===== config.mk =====
export PLATFORM = sky130hd
export DESIGN_NAME = ysyx_041461_if_ctrl
export DESIGN_NICKNAME = d
export VERILOG_FILES = /design/src/rtl/ysyx_041461_if_ctrl_pkg.sv /design/src/rtl/ysyx_041461_if_ctrl_chk.sv /design/src/rtl/ysyx_041461_if_ctrl_redir_arb.sv /design/src/rtl/ysyx_041461_if_ctrl.sv
export SDC_FILE = /design/constraint.sdc
export NUM_CORES = 1
export LEC_CHECK = 0
export CORE_AREA = 2 2 154 156
export CTS_CLUSTER_DIAMETER = 60
export DETAILED_ROUTE_END_ITERATION = 8
export DIE_AREA = 0 0 156 158
export GPL_TIMING_DRIVEN = 0
export PLACE_DENSITY = 0.9
export SYNTH_ARGS = -nofsm -noshare
export SYNTH_HDL_FRONTEND = slang
export SYNTH_SLANG_ARGS = --single-unit
export TNS_END_PERCENT = 10

===== constraint.sdc =====
create_clock -name clk -period 5.31 [get_ports clk]
set_input_delay 0.531 -clock clk [delete_from_list [all_inputs] [get_ports clk]]
set_output_delay 0.531 -clock clk [all_outputs]
set_load 0.02 [all_outputs]

===== src/rtl/ysyx_041461_if_ctrl_pkg.sv =====
// Shared types and constants for the instruction-fetch controller.
package ysyx_041461_if_ctrl_pkg;

    localparam logic [63:0] RESET_PC_DEF = 64'h0000_0000_3000_0000;

    typedef enum logic [2:0] {
        ST_REQ   = 3'd0,
        ST_WAIT  = 3'd1,
        ST_OUT   = 3'd2,
        ST_DRAIN = 3'd3,
        ST_HALT  = 3'd4
    } if_state_e;

    typedef enum logic [1:0] {
        REDIR_NONE = 2'd0,
        REDIR_WB   = 2'd1,
        REDIR_ID   = 2'd2
    } redir_src_e;

    // Only word-aligned PCs may be sent to instruction memory.
    function automatic logic pc_aligned(input logic [63:0] pc);
        return (pc[1:0] == 2'b00);
    endfunction

endpackage


===== src/rtl/ysyx_041461_if_ctrl_chk.sv =====
// Protocol checker: responses may only arrive while a request is outstanding.
module ysyx_041461_if_ctrl_chk
    import ysyx_041461_if_ctrl_pkg::*;
(
    input logic      clk,
    input logic      rst_n,
    input logic      mem_resp_valid,
    input if_state_e state
);

    resp_only_when_outstanding: assert property (@(posedge clk) disable iff (!rst_n)
        mem_resp_valid |-> (state == ST_WAIT || state == ST_DRAIN))
        else $error("if_ctrl: mem_resp_valid with no outstanding request");

endmodule


===== src/rtl/ysyx_041461_if_ctrl_redir_arb.sv =====
// PC redirect arbiter: WB (trap/mret) has priority over ID (branch/jump).
module ysyx_041461_if_redir_arb
    import ysyx_041461_if_ctrl_pkg::*;
(
    input  logic        redir_wb_valid,
    input  logic [63:0] redir_wb_pc,
    input  logic        redir_id_valid,
    input  logic [63:0] redir_id_pc,
    output logic        redir_take,
    output logic [63:0] redir_pc
);

    redir_src_e src_s;

    // Fixed-priority select of the redirect source and its target.
    always_comb begin
        src_s    = REDIR_NONE;
        redir_pc = 64'h0;
        if (redir_wb_valid) begin
            src_s    = REDIR_WB;
            redir_pc = redir_wb_pc;
        end else if (redir_id_valid) begin
            src_s    = REDIR_ID;
            redir_pc = redir_id_pc;
        end else begin
            src_s    = REDIR_NONE;
            redir_pc = 64'h0;
        end
    end

    assign redir_take = (src_s != REDIR_NONE);

endmodule


===== src/rtl/ysyx_041461_if_ctrl.sv =====
// Instruction-fetch controller: owns the fetch PC, issues single-outstanding
// reads, drops stale responses after redirects and hands words to ID.
module ysyx_041461_if_ctrl
    import ysyx_041461_if_ctrl_pkg::*;
#(
    parameter logic [63:0] RESET_PC = RESET_PC_DEF
) (
    input  logic        clk,
    input  logic        rst_n,
    input  logic        redir_wb_valid,
    input  logic [63:0] redir_wb_pc,
    input  logic        redir_id_valid,
    input  logic [63:0] redir_id_pc,
    output logic        mem_req_valid,
    output logic [63:0] mem_req_addr,
    input  logic        mem_req_ready,
    input  logic        mem_resp_valid,
    input  logic [31:0] mem_resp_data,
    input  logic        mem_resp_err,
    output logic        if_valid,
    output logic [63:0] if_pc,
    output logic [31:0] if_inst,
    output logic        if_fault,
    input  logic        id_ready,
    output logic [63:0] pc_o
);

    logic        redir_take_s;
    logic [63:0] redir_pc_s;

    if_state_e   state_r;
    logic [63:0] pc_r;
    logic        req_valid_r;
    logic        if_valid_r;
    logic [63:0] if_pc_r;
    logic [31:0] if_inst_r;
    logic        if_fault_r;

    ysyx_041461_if_redir_arb u_arb (
        .redir_wb_valid (redir_wb_valid),
        .redir_wb_pc    (redir_wb_pc),
        .redir_id_valid (redir_id_valid),
        .redir_id_pc    (redir_id_pc),
        .redir_take     (redir_take_s),
        .redir_pc       (redir_pc_s)
    );

    ysyx_041461_if_ctrl_chk u_chk (
        .clk            (clk),
        .rst_n          (rst_n),
        .mem_resp_valid (mem_resp_valid),
        .state          (state_r)
    );

    // Fetch FSM; req_valid_r is precomputed from the next state so the
    // request strobe is a flop and stays low while reset is asserted.
    always_ff @(posedge clk or negedge rst_n) begin
        if (!rst_n) begin
            state_r     <= ST_REQ;
            pc_r        <= RESET_PC;
            req_valid_r <= 1'b0;
            if_valid_r  <= 1'b0;
            if_pc_r     <= 64'h0;
            if_inst_r   <= 32'h0;
            if_fault_r  <= 1'b0;
        end else begin
            case (state_r)
                ST_REQ: begin
                    if (redir_take_s) begin
                        pc_r <= redir_pc_s;
                        if (req_valid_r && mem_req_ready) begin
                            state_r     <= ST_DRAIN;
                            req_valid_r <= 1'b0;
                        end else begin
                            req_valid_r <= pc_aligned(redir_pc_s);
                        end
                    end else if (!pc_aligned(pc_r)) begin
                        state_r     <= ST_OUT;
                        req_valid_r <= 1'b0;
                        if_valid_r  <= 1'b1;
                        if_pc_r     <= pc_r;
                        if_inst_r   <= 32'h0;
                        if_fault_r  <= 1'b1;
                    end else if (req_valid_r && mem_req_ready) begin
                        state_r     <= ST_WAIT;
                        req_valid_r <= 1'b0;
                    end else begin
                        req_valid_r <= 1'b1;
                    end
                end
                ST_WAIT: begin
                    if (mem_resp_valid && redir_take_s) begin
                        pc_r        <= redir_pc_s;
                        state_r     <= ST_REQ;
                        req_valid_r <= pc_aligned(redir_pc_s);
                    end else if (mem_resp_valid) begin
                        state_r    <= ST_OUT;
                        if_valid_r <= 1'b1;
                        if_pc_r    <= pc_r;
                        if_inst_r  <= mem_resp_err ? 32'h0 : mem_resp_data;
                        if_fault_r <= mem_resp_err;
                    end else if (redir_take_s) begin
                        pc_r    <= redir_pc_s;
                        state_r <= ST_DRAIN;
                    end else begin
                        state_r <= ST_WAIT;
                    end
                end
                ST_OUT: begin
                    if (redir_take_s) begin
                        if_valid_r  <= 1'b0;
                        pc_r        <= redir_pc_s;
                        state_r     <= ST_REQ;
                        req_valid_r <= pc_aligned(redir_pc_s);
                    end else if (id_ready && if_fault_r) begin
                        if_valid_r <= 1'b0;
                        state_r    <= ST_HALT;
                    end else if (id_ready) begin
                        if_valid_r  <= 1'b0;
                        pc_r        <= pc_r + 64'd4;
                        state_r     <= ST_REQ;
                        req_valid_r <= pc_aligned(pc_r + 64'd4);
                    end else begin
                        state_r <= ST_OUT;
                    end
                end
                ST_DRAIN: begin
                    if (redir_take_s) begin
                        pc_r <= redir_pc_s;
                        if (mem_resp_valid) begin
                            state_r     <= ST_REQ;
                            req_valid_r <= pc_aligned(redir_pc_s);
                        end else begin
                            state_r <= ST_DRAIN;
                        end
                    end else if (mem_resp_valid) begin
                        state_r     <= ST_REQ;
                        req_valid_r <= pc_aligned(pc_r);
                    end else begin
                        state_r <= ST_DRAIN;
                    end
                end
                ST_HALT: begin
                    if (redir_take_s) begin
                        pc_r        <= redir_pc_s;
                        state_r     <= ST_REQ;
                        req_valid_r <= pc_aligned(redir_pc_s);
                    end else begin
                        state_r <= ST_HALT;
                    end
                end
                default: begin
                    state_r     <= ST_REQ;
                    req_valid_r <= 1'b0;
                    if_valid_r  <= 1'b0;
                end
            endcase
        end
    end

    assign mem_req_valid = req_valid_r;
    assign mem_req_addr  = pc_r;
    assign pc_o          = pc_r;
    assign if_valid      = if_valid_r;
    assign if_pc         = if_pc_r;
    assign if_inst       = if_inst_r;
    assign if_fault      = if_fault_r;

endmodule


; Word-level counts from Yosys, hierarchy flattened
; Index checks and enable logic that the tools add are counted.
[totals]
ff_bits = 166
inputBits = 168
output_inout_bits = 227
elab_cells = 102
[classes]
addsub = 1
n_eq_ne = 17
n_mux = 59
bitwise = 1
reduce_logical = 17
[ops]
columns = op, n
row1 = 64-bit two-way mux, 12
row2 = 64-bit case mux with 3 select lines, 1
row3 = 32-bit two-way mux, 5
row4 = 64-bit case mux with 2 select lines, 1
row5 = "64-bit by 3-bit adder with 64-bit output, second input constant", 1
row6 = 32-bit case mux with 2 select lines, 1
row7 = 1-bit two-way mux, 21
row8 = 3-bit two-way mux, 7
row9 = "3-bit inequality test, second input constant", 5
row10 = 3-bit case mux with 5 select lines, 1
row11 = 2-bit two-way mux, 7
row12 = "2-bit inequality test, second input constant", 7
row13 = 5-bit AND reduction, 2
row14 = "3-bit by 2-bit equality test with 1-bit output, second input constant", 2
row15 = 2-bit zero test, 3
row16 = 6-bit AND reduction, 1
row17 = 1-bit case mux with 5 select lines, 1
row18 = "4-bit inequality test, second input constant", 1
row19 = 1-bit case mux with 4 select lines, 1
row20 = 4-bit AND reduction, 1
row21 = 2-bit nonzero test, 2
row22 = "3-bit by 1-bit equality test with 1-bit output, second input constant", 1
row23 = "3-bit equality test, second input constant", 1
row24 = 1-bit logical AND, 3
row25 = other kinds (7), 7

; Depth between registers and ports, before layout
[depth]
ltp_word = 7
depth_mapped = 15
ltp_nobuf = 9

; Cells and area by module
; A second synthesis with hierarchy kept.
[hier_totals]
hier_cells = 1103
area_unflattened_um2 = 9795.6
[modules_own_cells]
columns = module, instances, cells_per_inst, area_per_inst_um2, seq_area_each_um2
row1 = ysyx_041461_if_ctrl, 1, 1019, 9038.7, 4156.5
row2 = ysyx_041461_if_redir_arb, 1, 84, 757.0, 0.0

; Worst setup path before layout
; Ideal clock, no wire load.
[synth_timing]
kind = in2reg
startpoint = input port redir_wb_valid
endpoint = register pc_r[14], in the netlist mem_req_addr[14]
setup_ns = 0.122
arrival_ns = 3.075
required_ns = 5.188
slack_ns = 2.113
path_stages = 14
path_buffers = 6
path_cell_list = or2_1 -> buf_2 -> inv_2 -> buf_2 -> buf_1 -> buf_1 -> ha_1 -> nor2b_1 -> o21ai_1 -> o21ai_1 -> clkbuf_1 -> buf_2 -> a21oi_1 -> o22a_1
[synth_via]
elab_chain_len = 6
word_cells_on_any_way = 13
classes_between = 3 x eq/ne / 7 x mux / 3 x reduce/logical
[synth_rtl]
columns = item, line_no
row1 = from (decl), ysyx_041461_if_ctrl.sv:10  ; input logic redir_wb_valid,
row2 = 2-bit two-way mux, ysyx_041461_if_ctrl_redir_arb.sv:19  ; if (redir_wb_valid) begin
row3 = 2-bit nonzero test, ysyx_041461_if_ctrl_redir_arb.sv:31  ; assign redir_take = (src_s != REDIR_NONE);
row4 = 64-bit two-way mux, --
row5 = 64-bit two-way mux, ysyx_041461_if_ctrl.sv:96  ; end else if (mem_resp_valid) begin
row6 = 64-bit two-way mux, ysyx_041461_if_ctrl.sv:92  ; if (mem_resp_valid && redir_take_s) begin
row7 = 64-bit case mux with 3 select lines, ysyx_041461_if_ctrl.sv:67  ; case (state_r)
row8 = to (signal assigned), ysyx_041461_if_ctrl.sv:70  ; pc_r <= redir_pc_s;
row9 = to (signal assigned), ysyx_041461_if_ctrl.sv:93  ; pc_r <= redir_pc_s;
row10 = to (signal assigned), ysyx_041461_if_ctrl.sv:103  ; pc_r <= redir_pc_s;
row11 = to (decl), ysyx_041461_if_ctrl.sv:32  ; logic [63:0] pc_r;
; Parallel ways exist; a longest one is shown, timed or not. The select of a mux whose other input is x is not followed.
; A chain may end at the register's enable or synchronous reset.

; Worst setup path in the final report
[layout_timing]
startpoint = input port redir_wb_valid
endpoint = register pc_r[34], in the netlist mem_req_addr[34]
; Same word-level chain as after synthesis.

==> flow_summary.ini <==
[sta]
final_min_period_over_clock_period_pct = 100.5
finalSetupViolCount = 1
setup-tns-final_ns = -0.02698
final_setup_margin_ns = -0.02698
slew_viol_final = 0
finalHoldViolations = 0
grt_setup_unrepaired = yes
finalClockSkew_ns = 0.01255
slew-limit-headroom_pct = 0.6008
fin_hold_ws_ns = 0.5007
max_clock_freq_mhz = 187.4
max_slew.worst_pin.slew_ns = 1.480
timing.final.crit_period_ns = 5.337

[critical_path]
cp_top_family = buffers and inverters
worst-path-max-fanout = 10
timing.critical_path.cells = clkdlybuf4s50_1 > or2_1 > buf_2 > clkbuf_1 > buf_1 > ha_1 > clkinv_1 > o21ai_1 > nand2_1 > clkbuf_1 > a221oi_1 > a41oi_1 > o21a_1
worstSetupPathType = in -> reg
timing.critical_path.slowest_cell_delay_ns = 0.73
critical_path_required_ns = 5.65
worst_path_max_delay_cell = o21ai_1
cp-start-kind = primary input
cp_dominant_cell_by_count = clkbuf_1
cp.arrival_ns = 5.67
worst_setup_path_end_kind = register
worst_path_buffer_plus_inverter_count = 6

[clock_tree]
cts_tree = built
cts_buffer_depth = 2
cts.sinks = 166
clock_latency_ns = 0.45
cts_root_buf = clkbuf_16
cts_max_level = 4
clkTransAtPathRegs_ns = 0.08
numCtsBuffers = 17

[synth]
postSynthNetCount = 1322
summed_instance_area_of_the_synthesized_netlist_um2 = 10410
ys_types = 79
synth_enable_flop_cells = 0
synth_seq_cells = 166
post_synth_main_area_contributors = dfrtp_1 (39%), mux2_2 (6.7%), buf_4 (4.6%)
ys.flop_type = dfrtp_1
async_set_reset_flop_share_out_of_synthesis_pct = 100.0
synthCells = 1151
synthesis.yosys.warnings = 0
synth_top_cell_area_share_pct = 39.43
synth_seq_area_share_pct = 39.94
yosys.area.top_type = dfrtp_1
avgSynthCellArea_um2 = 9.042

[global_routing]
grt_antenna_before_repair = 0
grt-ovfl-total = 0
grtUsageTotal_pct = 41.69
grt_pass1_wl_mm = 75.84
grt_max_degree = 119
first_global_vias = 11970

[detailed_routing]
dr.first_iter.drc_count = 1552
drc = 0
route.vias.total = 12500
route.antenna.remaining_nets = 0
final_wirelength_mm = 52.87
detail_route.wl_per_cell_um = 28.29
vias_per_cell = 6.690
drt-pass1-iter-count = 6

[flow_run]
maxCapViolations = 1

[floorplan]
die_h_um = 158
die-area_um2 = 24650
placeableCoreArea_um2 = 23050
initial_utilization_pct = 45.15
floorplan.die.width_um = 156
boundaryPins = 395
std_cell_rows = 56

[cells_and_area]
final.fill_count = 1861
antenna-diode-count = 0
post_route_cells_drive_above_1_share_pct = 13.36
final_net_count = 1737
layoutNonFillerInstCount = 1869
area_growth_syn_to_layout_pct = 47.94
postLayoutCellArea_um2 = 15400
share_of_the_core_filled_with_cells_in_the_final_layout_pct = 66.79

[placement]
placed_cell_area_um2 = 14750
place_worst_setup_slack_ns = -0.7853
place.detailed.instances = 1836
place_congestion = 1.033
dp.final_hpwl_mm = 38.66
buffer_ports.inserted = 394

[power_and_ir_drop]
p_switching_mw = 3.980
power.clock.fraction_pct = 15.7
power.density_nw_per_um2 = 570.1
p_leak_nw = 6.041
p_seq_share_pct = 27.9
design_power_total_mw = 8.778
combPwrFrac_pct = 56.4
switching_share_pct = 45.34
ir_worst_vdd_mv = 0.3598
p_int_mw = 4.798

[hold_path]
min_path_type = reg -> reg

[run_status]
outcome = complete, but fails checks
failed_checks = max-capacitance violations, negative setup slack
-- power groups by stage --
stage | Combinational [mW] | Sequential (mW) | Clock (mW)
2_1_floorplan | 2.04 | 2.81 | 0
5_1_grt | 5.14 | 2.50 | 1.43
3_3_place_gp | 4.76 | 2.40 | 0
6_report | 4.95 | 2.45 | 1.38
3_5_place_dp | 4.84 | 2.43 | 0
4_1_cts | 4.86 | 2.41 | 1.38
-- layout make-up --
cell class	instances	area [µm²]	share of cell area, %
Buffer	149	832.0	5.404
Clock buffer	19	442.9	2.877
Clock inverter	13	187.7	1.219
Inverter	13	48.80	0.3169
Multi-Input combinational cell	823	5380	34.94
Sequential cell	166	4156	26.99
Tap cell	290	362.8	2.357
Timing Repair Buffer	396	3986	25.89
-- synthesized netlist by cell type, types with 13 or more instances --
library cell,instances
o22ai_1,15
a22oi_1,19
buf_4,64
nand4_1,32
nor4_1,16
mux2_2,62
a221oi_1,18
a31oi_1,21
o21ai_1,13
o21ai_0,64
a221o_1,14
clkbuf_1,53
nand2b_1,14
nand3_1,33
buf_2,23
a21oi_1,88
nand2_1,72
a22o_1,36
dfrtp_1,164
nor2_1,82
nor3_1,43
-- sequential cells by signal, summed over array words and instances, names as in the netlist --
register and flops:
state_r 3, if_pc 64, if_fault 1, mem_req_valid 1
mem_req_addr 64, if_valid 1, if_inst 32
-- cells in the final DEF, fill, tap and decap left out, types with 5 or more instances in the layout --
master and instances:
a311oi_1 7, o31ai_1 9, buf_4 64, o2bb2ai_1 6, nand3_1 33, nor3_1 43
a21oi_1 88, clkdlybuf4s50_1 393, clkbuf_16 17, nand4_1 32, a22oi_1 19, nand2b_1 14
nor2_1 81, buf_2 23, nor2b_1 9, dfrtp_1 164, o22ai_1 15, and3_1 11
buf_1 8, a221o_1 14, clkbuf_1 52, a31oi_1 21, o211a_1 5, o21ai_1 12
mux2_2 62, nor4_1 16, and2_1 5, o21ai_0 64, a22o_1 36, a221oi_1 18
o221ai_1 7, o221a_2 6, nand2_1 72, and4_1 8, o21a_1 6, inv_1 10
or3_1 8, a211oi_1 10
-- layer usage --
| layer | wire length [µm] | up-vias | track usage, % | share of wire (%) |
|---|---|---|---|---|
| met1 | 19320 | 5964 | 52.77 | 37 |
| met5 | 0 | - | 0 | 0 |
| li1 | - | 5200 | - | - |
| met2 | 23820 | 1115 | 65.68 | 45 |
| met4 | 2835 | 0 | 19.97 | 5.4 |
| met3 | 6897 | 224 | 12.21 | 13 |
-- what timing repair did --
| item | CTS | global route |
|---|---|---|
| hold buffers | 1 | 0 |
| endpoints found under the hold margin | 8 | 0 |
| cloned | 0 | 0 |
| setup buffers | 0 | 0 |
| setup endpoints to repair | 17 | 65 |
| resized for setup | 2 | 5 |
-- cell families (layout without fill, tap and decap cells) --
group,count (synthesis),in the layout,synth area share [%]
AO/OA/AOI/OAI,392,392,26.08
flip-flops,166,166,39.94
buffers and inverters,162,590,8.427
multiplexers,65,65,6.997
adder cells (fa/ha/maj),3,3,0.3607
AND/OR/NAND/NOR,363,363,18.20
-- path summary, 6_finish.rpt --
kind,startpoint,end,slack [ns],cells after the start
max,redir_wb_valid,mem_req_addr[34],-0.03,13
min,if_pc[57],if_pc[57],0.50,2
max reg2reg,state_r[1],mem_req_addr[30],1.73,8
min reg2reg,if_pc[57],if_pc[57],0.50,2
max in group asynchronous,rst_n,mem_req_addr[33],3.75,3
min in group asynchronous,rst_n,if_inst[0],0.57,2
-- tightest hold or removal path, stage by stage (launching register included) --
cell     delay, ns
dfrtp_1       0.35
nand2_1       0.05
o21ai_0       0.06
No activity file was read; power rests on OpenSTA's default activity.
